File: config.mk
export PLATFORM = sky130hd
export DESIGN_NAME = sum_accumulator
export DESIGN_NICKNAME = d
export VERILOG_FILES = /design/src/rtl/sum_accumulator.sv
export SDC_FILE = /design/constraint.sdc
export NUM_CORES = 1
export LEC_CHECK = 0
export CAP_MARGIN = 20
export CELL_PAD_IN_SITES_DETAIL_PLACEMENT = 1
export CELL_PAD_IN_SITES_GLOBAL_PLACEMENT = 1
export CORE_MARGIN = 5
export CORE_UTILIZATION = 35
export CTS_BUF_LIST = sky130_fd_sc_hd__clkbuf_8
export CTS_CLUSTER_SIZE = 8
export DETAILED_ROUTE_END_ITERATION = 8
export PLACE_DENSITY_LB_ADDON = 0.1
export SLEW_MARGIN = 10
export SYNTH_ARGS = -nofsm -noshare
export SYNTH_HDL_FRONTEND = slang
export SYNTH_SLANG_ARGS = --single-unit
File: constraint.sdc
create_clock -name clk -period 3.65 [get_ports clk]
set_input_delay 0.5475 -clock clk [delete_from_list [all_inputs] [get_ports clk]]
set_output_delay 0.5475 -clock clk [all_outputs]
set_load 0.005 [all_outputs]
File: src/rtl/sum_accumulator.sv
// sum_accumulator
// Accumulates frames of N unsigned samples from the registered adder stage
// into an ACC_W-bit running total. Each completed total is offered on a
// valid/ready port. The adder cannot be stalled, so any sample that arrives
// while a total is still waiting is discarded and recorded in a sticky flag.
//
// Optional build macro: SUM_ACC_SAT_EN
//   defined   -> the accumulator saturates at 2^ACC_W-1 within a frame
//   undefined -> the accumulator wraps modulo 2^ACC_W
//
// Ports
//   clk        rising-edge clock
//   rst        asynchronous active-high reset
//   in_valid   in_data carries a new adder result this cycle
//   in_data    adder sum, unsigned, DATA_W bits
//   in_ready   status only: a sample arriving this cycle will be accepted
//   out_valid  a frame total is presented
//   out_ready  downstream accepts the total
//   out_sum    frame total, ACC_W bits
//   out_frame  index of the presented frame, wraps 255 -> 0
//   drop       sticky: a valid sample was discarded (cleared by reset only)

module sum_accumulator #(
  parameter int unsigned DATA_W = 8,
  parameter int unsigned N      = 4,
  parameter int unsigned ACC_W  = 10
) (
  input  logic              clk,
  input  logic              rst,
  input  logic              in_valid,
  input  logic [DATA_W-1:0] in_data,
  output logic              in_ready,
  output logic              out_valid,
  input  logic              out_ready,
  output logic [ACC_W-1:0]  out_sum,
  output logic [7:0]        out_frame,
  output logic              drop
);

  localparam int unsigned CNT_W = (N < 1) ? 1 : $clog2(N + 1);
  localparam logic [CNT_W-1:0] N_LAST = CNT_W'(N);

  typedef enum logic {ACCUM, HOLD} state_t;

  state_t             state;
  logic [CNT_W-1:0]   cnt;
  logic [ACC_W-1:0]   acc;

  logic [ACC_W-1:0]   data_ext;
  logic [ACC_W-1:0]   acc_add;
  logic [CNT_W-1:0]   cnt_inc;
  logic               last;

  assign data_ext = ACC_W'(in_data);

`ifdef SUM_ACC_SAT_EN
  // One extra bit catches the carry; once pinned at all-ones the value
  // stays there because every further add carries out again.
  logic [ACC_W:0] sum_full;
  assign sum_full = {1'b0, acc} + {1'b0, data_ext};
  assign acc_add  = sum_full[ACC_W] ? {ACC_W{1'b1}} : sum_full[ACC_W-1:0];
`else
  assign acc_add  = acc + data_ext;
`endif

  assign cnt_inc  = cnt + 1'b1;
  assign last     = (cnt_inc == N_LAST);

  // Status only: upstream cannot stall, this just tells it what will happen.
  assign in_ready = (state == ACCUM) || out_ready;

  always_ff @(posedge clk or posedge rst) begin
    if (rst) begin
      state     <= ACCUM;
      acc       <= '0;
      cnt       <= '0;
      out_valid <= 1'b0;
      out_sum   <= '0;
      out_frame <= '0;
      drop      <= 1'b0;
    end else begin
      case (state)
        ACCUM: begin
          if (in_valid) begin
            acc <= acc_add;
            if (last) begin
              state     <= HOLD;
              out_valid <= 1'b1;
              out_sum   <= acc_add;
              cnt       <= '0;
            end else begin
              cnt <= cnt_inc;
            end
          end
        end
        HOLD: begin
          if (out_ready) begin
            out_frame <= out_frame + 8'd1;
            if (in_valid) begin
              // Sample rides the handshake as first sample of the next frame.
              acc <= data_ext;
              if (N == 1) begin
                // Single-sample frames complete immediately: stay presenting.
                out_sum <= data_ext;
                cnt     <= '0;
              end else begin
                state     <= ACCUM;
                out_valid <= 1'b0;
                cnt       <= CNT_W'(1);
              end
            end else begin
              state     <= ACCUM;
              out_valid <= 1'b0;
              acc       <= '0;
              cnt       <= '0;
            end
          end else if (in_valid) begin
            drop <= 1'b1;
          end
        end
        default: state <= ACCUM;
      endcase
    end
  end

endmodule

# After elaboration in Yosys (flattened, before gate mapping)
# Index checks and enable logic that the tools add are counted.
classes:
  add_sub_neg: 3
  eq_ne: 4
  mux: 17
  bitwise_logic: 2
  n_reduce_logical: 6
ops:
  columns: ["op", "count"]
  rows:
  - ["two-way mux 10 bit", 2]
  - ["one-hot mux 10 bit (2 select lines)", 1]
  - ["adder 10 x 8 -> 10 bit", 1]
  - ["two-way mux 3 bit", 3]
  - ["AND reduction 3 bit", 3]
  - ["adder 8 x 1 -> 8 bit (second input constant)", 1]
  - ["two-way mux 8 bit", 1]
  - ["two-way mux 1 bit", 7]
  - ["inequality test 2 bit (second input constant)", 3]
  - ["one-hot mux 3 bit (2 select lines)", 1]
  - ["one-hot mux 1 bit (2 select lines)", 2]
  - ["AND reduction 2 bit", 2]
  - ["adder 3 x 1 -> 3 bit (second input constant)", 1]
  - ["equality test 3 bit (second input constant)", 1]
  - ["NOT 1 bit", 2]
  - ["logical OR 1 bit", 1]
totals:
  reg_bits: 34

# Logic depth before layout (Yosys ltp)
# Gate-level depths: netlist of run 1.
depth:
  ltp_word: 5
  depth_mapped: 8
  mapped_depth_nobuf: 8

# Worst setup path after synthesis of run 1
# No wires, ideal clock.
synth_path:
  path_kind: "input to register"
  startpoint: "input in_data[0]"
  endpoint: "register out_sum[8]"
  setup_ps: 76
  t_arrival_ps: 1993
  slack_ps: 1581
  path_stages: 8
  path_buffers: 0
  path_cell_list: "ha_1 inv_1 fa_1 nand2b_1 a21oi_1 a41oi_2 xor2_1 o21ai_1"
synth_via:
  elab_chain_len: 1
synth_rtl:
  columns: ["item", "line_no", "rtl"]
  rows:
  - ["start: declaration", "31", "input logic [DATA_W-1:0] in_data,"]
  - ["adder 10 x 8 -> 10 bit", "63", "assign acc_add = acc + data_ext;"]
  - ["end signal: assignment", "104", "out_sum <= data_ext;"]
  - ["end: declaration", "35", "output logic [ACC_W-1:0] out_sum,"]
# No other way between the ends.
# A chain may end at the register's enable or synchronous reset.

# Final worst setup path of run 1
layout_path:
  startpoint: "input out_ready"
  endpoint: "output in_ready"
layout_via:
  elab_chain_len: 1
layout_rtl:
  columns: ["item", "line_no", "rtl"]
  rows:
  - ["start: declaration", "34", "input logic out_ready,"]
  - ["logical OR 1 bit", "70", "assign in_ready = (state == ACCUM) || out_ready;"]
  - ["end: declaration", "32", "output logic in_ready,"]
# No other way between the ends.

==> flow_metrics.tcl, run 1 <==
set metrics [dict create \
    status "completed" \
    num_io_pins 33 \
    power.total_mw 1.77 \
    arrival_ns 2.11 \
    synth_common_cells "34 x dfrtp_1, 29 x nand2_1, 14 x o21ai_0" \
    drive_above_1_share_pct 7.91 \
    num_vias 1454 \
    ys_types 40 \
    cts_buffers 5 \
    clock_skew_ns 0.00634 \
    yosysSeqAreaShare_pct 46.9 \
    grt_pass1_wl_um 8000 \
    critPathRequiredTime_ns 3.10 \
    syn-cell-area_um2 1810 \
    fin_crit_ns 2.66 \
    root_buffer "clkbuf_8" \
    area_growth_pct 26.8 \
    cts.hold.buffers_added 0 \
    grt_overflow 0 \
    die_width_um 82.0 \
    maxCapViolCount 0 \
    fp.coreArea_um2 5070 \
    post_drt_wl_per_cell_um 16.4 \
    synth_most_common_cell "dfrtp_1" \
    async_reset_ff_share_pct 100 \
    first_pass_iters 4 \
    finalSetupTns_ns 0 \
    relSlewSlack_pct 68.6 \
    clock.fmax_ghz 0.376 \
    syn_area_per_cell_um2 10.2 \
    syn_nets 202 \
    synth_area_leader_cell "dfrtp_1" \
    setup.worst_path.class "in2out" \
    cts_htree_levels 2 \
    pre_cts_ws_ns 0.849 \
    synth_area_leaders "dfrtp_1 47%, ha_1 7.6%, nand2_1 6.0%" \
    cellPowerDensity_nw_per_um2 772 \
    end_kind "output port" \
    grt_pass1_vias 1644 \
    netlist_instances 178 \
    crit_slowest_cell "clkdlybuf4s50_1" \
    dieArea_um2 6720 \
    cts_resized 0 \
    clk_latency_ns 0.28 \
    seq_power_share_pct 35.7 \
    cp-start-kind "input pin" \
    yosys_warnings 0 \
    cts_tree "yes" \
    dp_hpwl_um 3480 \
    cp_common_cell "clkdlybuf4s50_1" \
    crit_chain "clkdlybuf4s50_1 > nor2b_1 > inv_1 > clkdlybuf4s50_1" \
    hold_viol 0 \
    period_share_pct 72.8 \
    rsz0062_at_grt "false" \
    switchingPower_uw 681 \
    cts_buffer_depth 2 \
    pwr-share-clk_pct 15.1 \
    synth.top_cell.area_share_pct 46.9 \
    fp.dieH_um 82.0 \
    worstPathMaxFanout 9 \
    clock-sinks 34 \
    final-max-slew-violation-count 0 \
    ir_drop_mv 0.311 \
    synth-seq-cells 34 \
    placementRows 26 \
    antenna_found_initial 0 \
    initial_core_util_pct 35.7 \
    gp_congestion 0.849 \
    switching_share_pct 38.4 \
    viasPerCell 5.10 \
    min_path_type "reg2reg" \
    crit_path_max_incr_delay_ns 0.60 \
    port_buffers 32 \
    hold_ws_ns 0.473 \
    cts_setup_buffers 0 \
    p_int_mw 1.09 \
    finalWirelength_um 4670 \
    p_leak_nw 1.05 \
    nNetsFinal 239 \
    synth_flop_cell "dfrtp_1" \
    synth_edf_count 0 \
    first_iter_violations 78 \
    n_antenna_cell 0 \
    pwr-share-comb_pct 49.2 \
    setup_ws_ns 0.992 \
    setup_viol 0 \
    grt_max_degree 35 \
    tightest_slew_ns 0.471 \
    fillers 579 \
    ant_nets 0 \
    post-route-drc-count 0 \
    clkTransAtPathRegs_ns 0.07 \
    track_usage_pct 15.8 \
]
## metrics by stage
step	cells	util, %	area (um2)
floorplan	178	-	1810
finish	285	45.3	2300
global placement	278	43.7	2220
detailed placement	278	43.7	2220
global route	285	45.3	2300
CTS	285	45.3	2300
## kinds of logic after synthesis
family                     Yosys count  synth area share [%]
and+or+nand+nor                     55                  14.1
AOI/OAI and AO/OA                   46                  17.9
DFF                                 34                  46.9
xor gates and xnor gates            16                  7.73
buffers and inverters               12                  2.97
adders and majority gates           12                  8.70
muxes                                3                  1.73
## cells in the final DEF (no fill, tap or decap), types with 2 or more instances in the layout
cell type        instances
o221ai_1                 3
buf_4                    4
ha_1                    11
dfrtp_1                 34
clkinv_2                 2
a21oi_1                  5
and3_1                   3
xor2_1                   8
a221o_1                  2
o22ai_1                  2
a31oi_1                  2
o21ai_0                 14
mux2i_1                  2
nand3_1                  5
o21ai_2                  2
nor2b_1                  4
clkbuf_8                 5
a21o_1                   4
nand2b_1                 2
inv_1                    6
nor2_1                   7
xnor2_1                  8
nand2_1                 29
clkdlybuf4s50_1         32
a22o_1                   3
## final cells by class
type,instances,area (um2),area share [%]
Timing Repair Buffer,36,350,15.2
Tap cell,70,87.6,3.81
Clock inverter,2,10.0,0.435
Multi-Input combinational cell,132,908,39.5
Clock buffer,5,68.8,2.99
Inverter,6,22.5,0.980
Sequential cell,34,851,37.0
## critical path: cells and delay by family
family / cells / cell delay, ns
buffers and inverters: 3 / 1.23
AND/OR/NAND/NOR: 1 / 0.33
## sequential cells by signal (all words and copies together) (netlist names)
| signal | flops |
|---|---|
| out_frame | 8 |
| cnt | 3 |
| out_valid | 1 |
| state | 1 |
| out_sum | 10 |
| acc | 10 |
| drop | 1 |
## layer usage
layer | vias up | GRT usage, % | part of all wire [%]
met5 | - | 0 | 0
met4 | 0 | 5.65 | 2.3
met3 | 8 | 3.73 | 4.8
met2 | 33 | 27.3 | 50
met1 | 711 | 19.2 | 43
li1 | 702 | - | -
## power by group through the flow
stage / combinational, mW / clock, mW / sequential [mW]
2_1_floorplan: 0.561 / 0 / 0.623
3_3_place_gp: 0.849 / 0 / 0.631
3_5_place_dp: 0.878 / 0 / 0.643
4_1_cts: 0.885 / 0.279 / 0.637
5_1_grt: 0.988 / 0.302 / 0.657
6_report: 0.873 / 0.268 / 0.633
## final timing paths
path / depth (start not counted) / startpoint / slack (ns) / endpoint
setup / recovery: 4 / out_ready / 0.99 / in_ready
hold / removal: 1 / out_frame[7]$_DFFE_PP0P_ / 0.47 / out_frame[7]$_DFFE_PP0P_
setup reg to reg: 8 / acc[0]$_DFFE_PP0P_ / 1.55 / acc[8]$_DFFE_PP0P_
hold reg to reg: 1 / out_frame[7]$_DFFE_PP0P_ / 0.47 / out_frame[7]$_DFFE_PP0P_
max in group asynchronous: 3 / rst / 2.66 / acc[8]$_DFFE_PP0P_
min in group asynchronous: 3 / rst / 0.67 / state$_DFF_PP0_
Power figures use the tool's default switching activity.
==> inputs of run 2 (changes only) <==
==> constraint.sdc (replaced) <==
create_clock -name clk -period 2.5 [get_ports clk]
set_input_delay 0.375 -clock clk [delete_from_list [all_inputs] [get_ports clk]]
set_output_delay 0.375 -clock clk [all_outputs]
set_load 0.005 [all_outputs]
==> flow_metrics.tcl, run 2 (synthesis results as in run 1) <==
set metrics [dict create \
    hold_viol 0 \
    cp-start-kind "input pin" \
    cts_htree_levels 2 \
    pre_cts_ws_ns 0.00497 \
    num_vias 1467 \
    cts_buffer_depth 2 \
    status "completed" \
    setup.worst_path.class "in2reg" \
    hold-path-endpoint "drop$_DFFE_PP0P_" \
    clkTransAtPathRegs_ns 0.07 \
    min_path_type "reg2reg" \
    clock_skew_ns 0.00390 \
    crit_slowest_cell "clkdlybuf4s50_1" \
    first_iter_violations 61 \
    switching_share_pct 36.5 \
    clock.fmax_ghz 0.455 \
    end_kind "register" \
    min-delay-start "drop$_DFFE_PP0P_" \
    p_leak_nw 1.09 \
    finalWirelength_um 4640 \
    critPathRequiredTime_ns 2.65 \
    rr_startpoint "acc[0]$_DFFE_PP0P_" \
    grt_overflow 0 \
    clk_latency_ns 0.28 \
    area_growth_pct 30.9 \
    clock-sinks 34 \
    nNetsFinal 245 \
    cts.hold.buffers_added 0 \
    tightest_slew_ns 0.490 \
    num_io_pins 33 \
    fin_crit_ns 2.20 \
    relSlewSlack_pct 67.4 \
    initial_core_util_pct 35.7 \
    layout_commonest_cell "dfrtp_1" \
    cts_buffers 5 \
    viasPerCell 5.02 \
    crit_chain "clkdlybuf4s50_1 > ha_1 > inv_1 > fa_1 > nand2b_1 > a21oi_1 > buf_4 > xnor2_1 > o221ai_1" \
    gp_congestion 0.833 \
    die_width_um 82.0 \
    grt_pass1_vias 1604 \
    dieArea_um2 6720 \
    cts_tree "yes" \
    maxCapViolCount 0 \
    drive_above_1_share_pct 10.8 \
    pwr-share-comb_pct 47.8 \
    post_drt_wl_per_cell_um 15.9 \
    fp.coreArea_um2 5070 \
    path_delay_family "buffers and inverters" \
    reg.largest.list "acc: 10 flops, out_sum: 10 flops, out_frame: 8 flops" \
    first_pass_iters 4 \
    dp_hpwl_um 3480 \
    port_buffers 32 \
    root_buffer "clkbuf_8" \
    crit_path_max_incr_delay_ns 0.48 \
    final-max-slew-violation-count 0 \
    fp.dieH_um 82.0 \
    critPathBufInv 3 \
    seq_power_share_pct 33.8 \
    setup_ws_ns 0.300 \
    fillers 599 \
    cellPowerDensity_nw_per_um2 1150 \
    period_share_pct 88.0 \
    post-route-drc-count 0 \
    track_usage_pct 15.5 \
    power.total_mw 2.73 \
    rsz0062_at_grt "false" \
    reg2reg_setup_slack_ns 0.51 \
    ant_nets 0 \
    arrival_ns 2.35 \
    cts_resized 0 \
    worst-r2r-cell-count 8 \
    grt_max_degree 35 \
    final_cell_mix "34 x dfrtp_1, 32 x clkdlybuf4s50_1, 29 x nand2_1, 14 x o21ai_0, 11 x ha_1" \
    placementRows 26 \
    ir_drop_mv 0.462 \
    worstPathMaxFanout 3 \
    holdPathStages 1 \
    pwr-share-clk_pct 18.4 \
    timing.rr.end "acc[4]$_DFFE_PP0P_" \
    cts_setup_buffers 0 \
    p_int_mw 1.73 \
    antenna_found_initial 0 \
    n_antenna_cell 0 \
    setup_viol 0 \
    switchingPower_uw 996 \
    setup.worst_path.start "in_data[0]" \
    grt_pass1_wl_um 7920 \
    finalSetupTns_ns 0 \
]
-- run 2: cell types whose count changed in the layout (fill, tap and decap cells not counted) --
cell / change
buf_4: +6
bufinv_16: +1
-- run 2: through the flow --
stage | area, um2 | hold slack [ns] | util (%) | cells
final | 2370 | 0.455 | 46.8 | 292
after global routing | 2370 | 0.482 | 46.8 | 292
after CTS | 2370 | 0.461 | 46.8 | 292
after detailed placement | 2260 | 0.447 | 44.6 | 284
after global placement | 2260 | 0.442 | 44.6 | 284
after floorplan | 1810 | 0.451 | - | 178
-- run 2: layer usage --
metal,up-vias,track usage [%],wire [um]
li1,715,-,-
met1,720,19.5,2110
met2,26,26.7,2310
met3,6,3.40,151
met4,0,4.49,61
met5,-,0,0
-- run 2: power groups by stage --
| stage | logic, mW | registers (mW) | clock network (mW) |
|---|---|---|---|
| floorplan | 0.819 | 0.909 | 0 |
| global placement | 1.26 | 0.918 | 0 |
| detailed placement | 1.32 | 0.934 | 0 |
| CTS | 1.33 | 0.927 | 0.513 |
| global route | 1.46 | 0.957 | 0.547 |
| finish | 1.30 | 0.923 | 0.501 |
-- run 2: layout make-up --
cell class	count	area, um2	share of cell area [%]
clock buffer	5	68.8	2.90
inverter	6	22.5	0.949
tap	70	87.6	3.69
timing repair buffer	42	395	16.7
multi-input combinational	132	908	38.3
sequential	34	851	35.8
clock inverter	3	40.0	1.69
-- run 2: worst max path at each step --
stage	endpoint	depth (start not counted)	slack (ns)
after floorplan	out_sum[8]$_DFFE_PP0P_	8	0.60
after global placement	out_sum[8]$_DFFE_PP0P_	9	0.04
after detailed placement	acc[4]$_DFFE_PP0P_	9	0.005
after CTS	acc[4]$_DFFE_PP0P_	9	0.29
after global routing	acc[4]$_DFFE_PP0P_	9	0.19
final	acc[4]$_DFFE_PP0P_	9	0.30
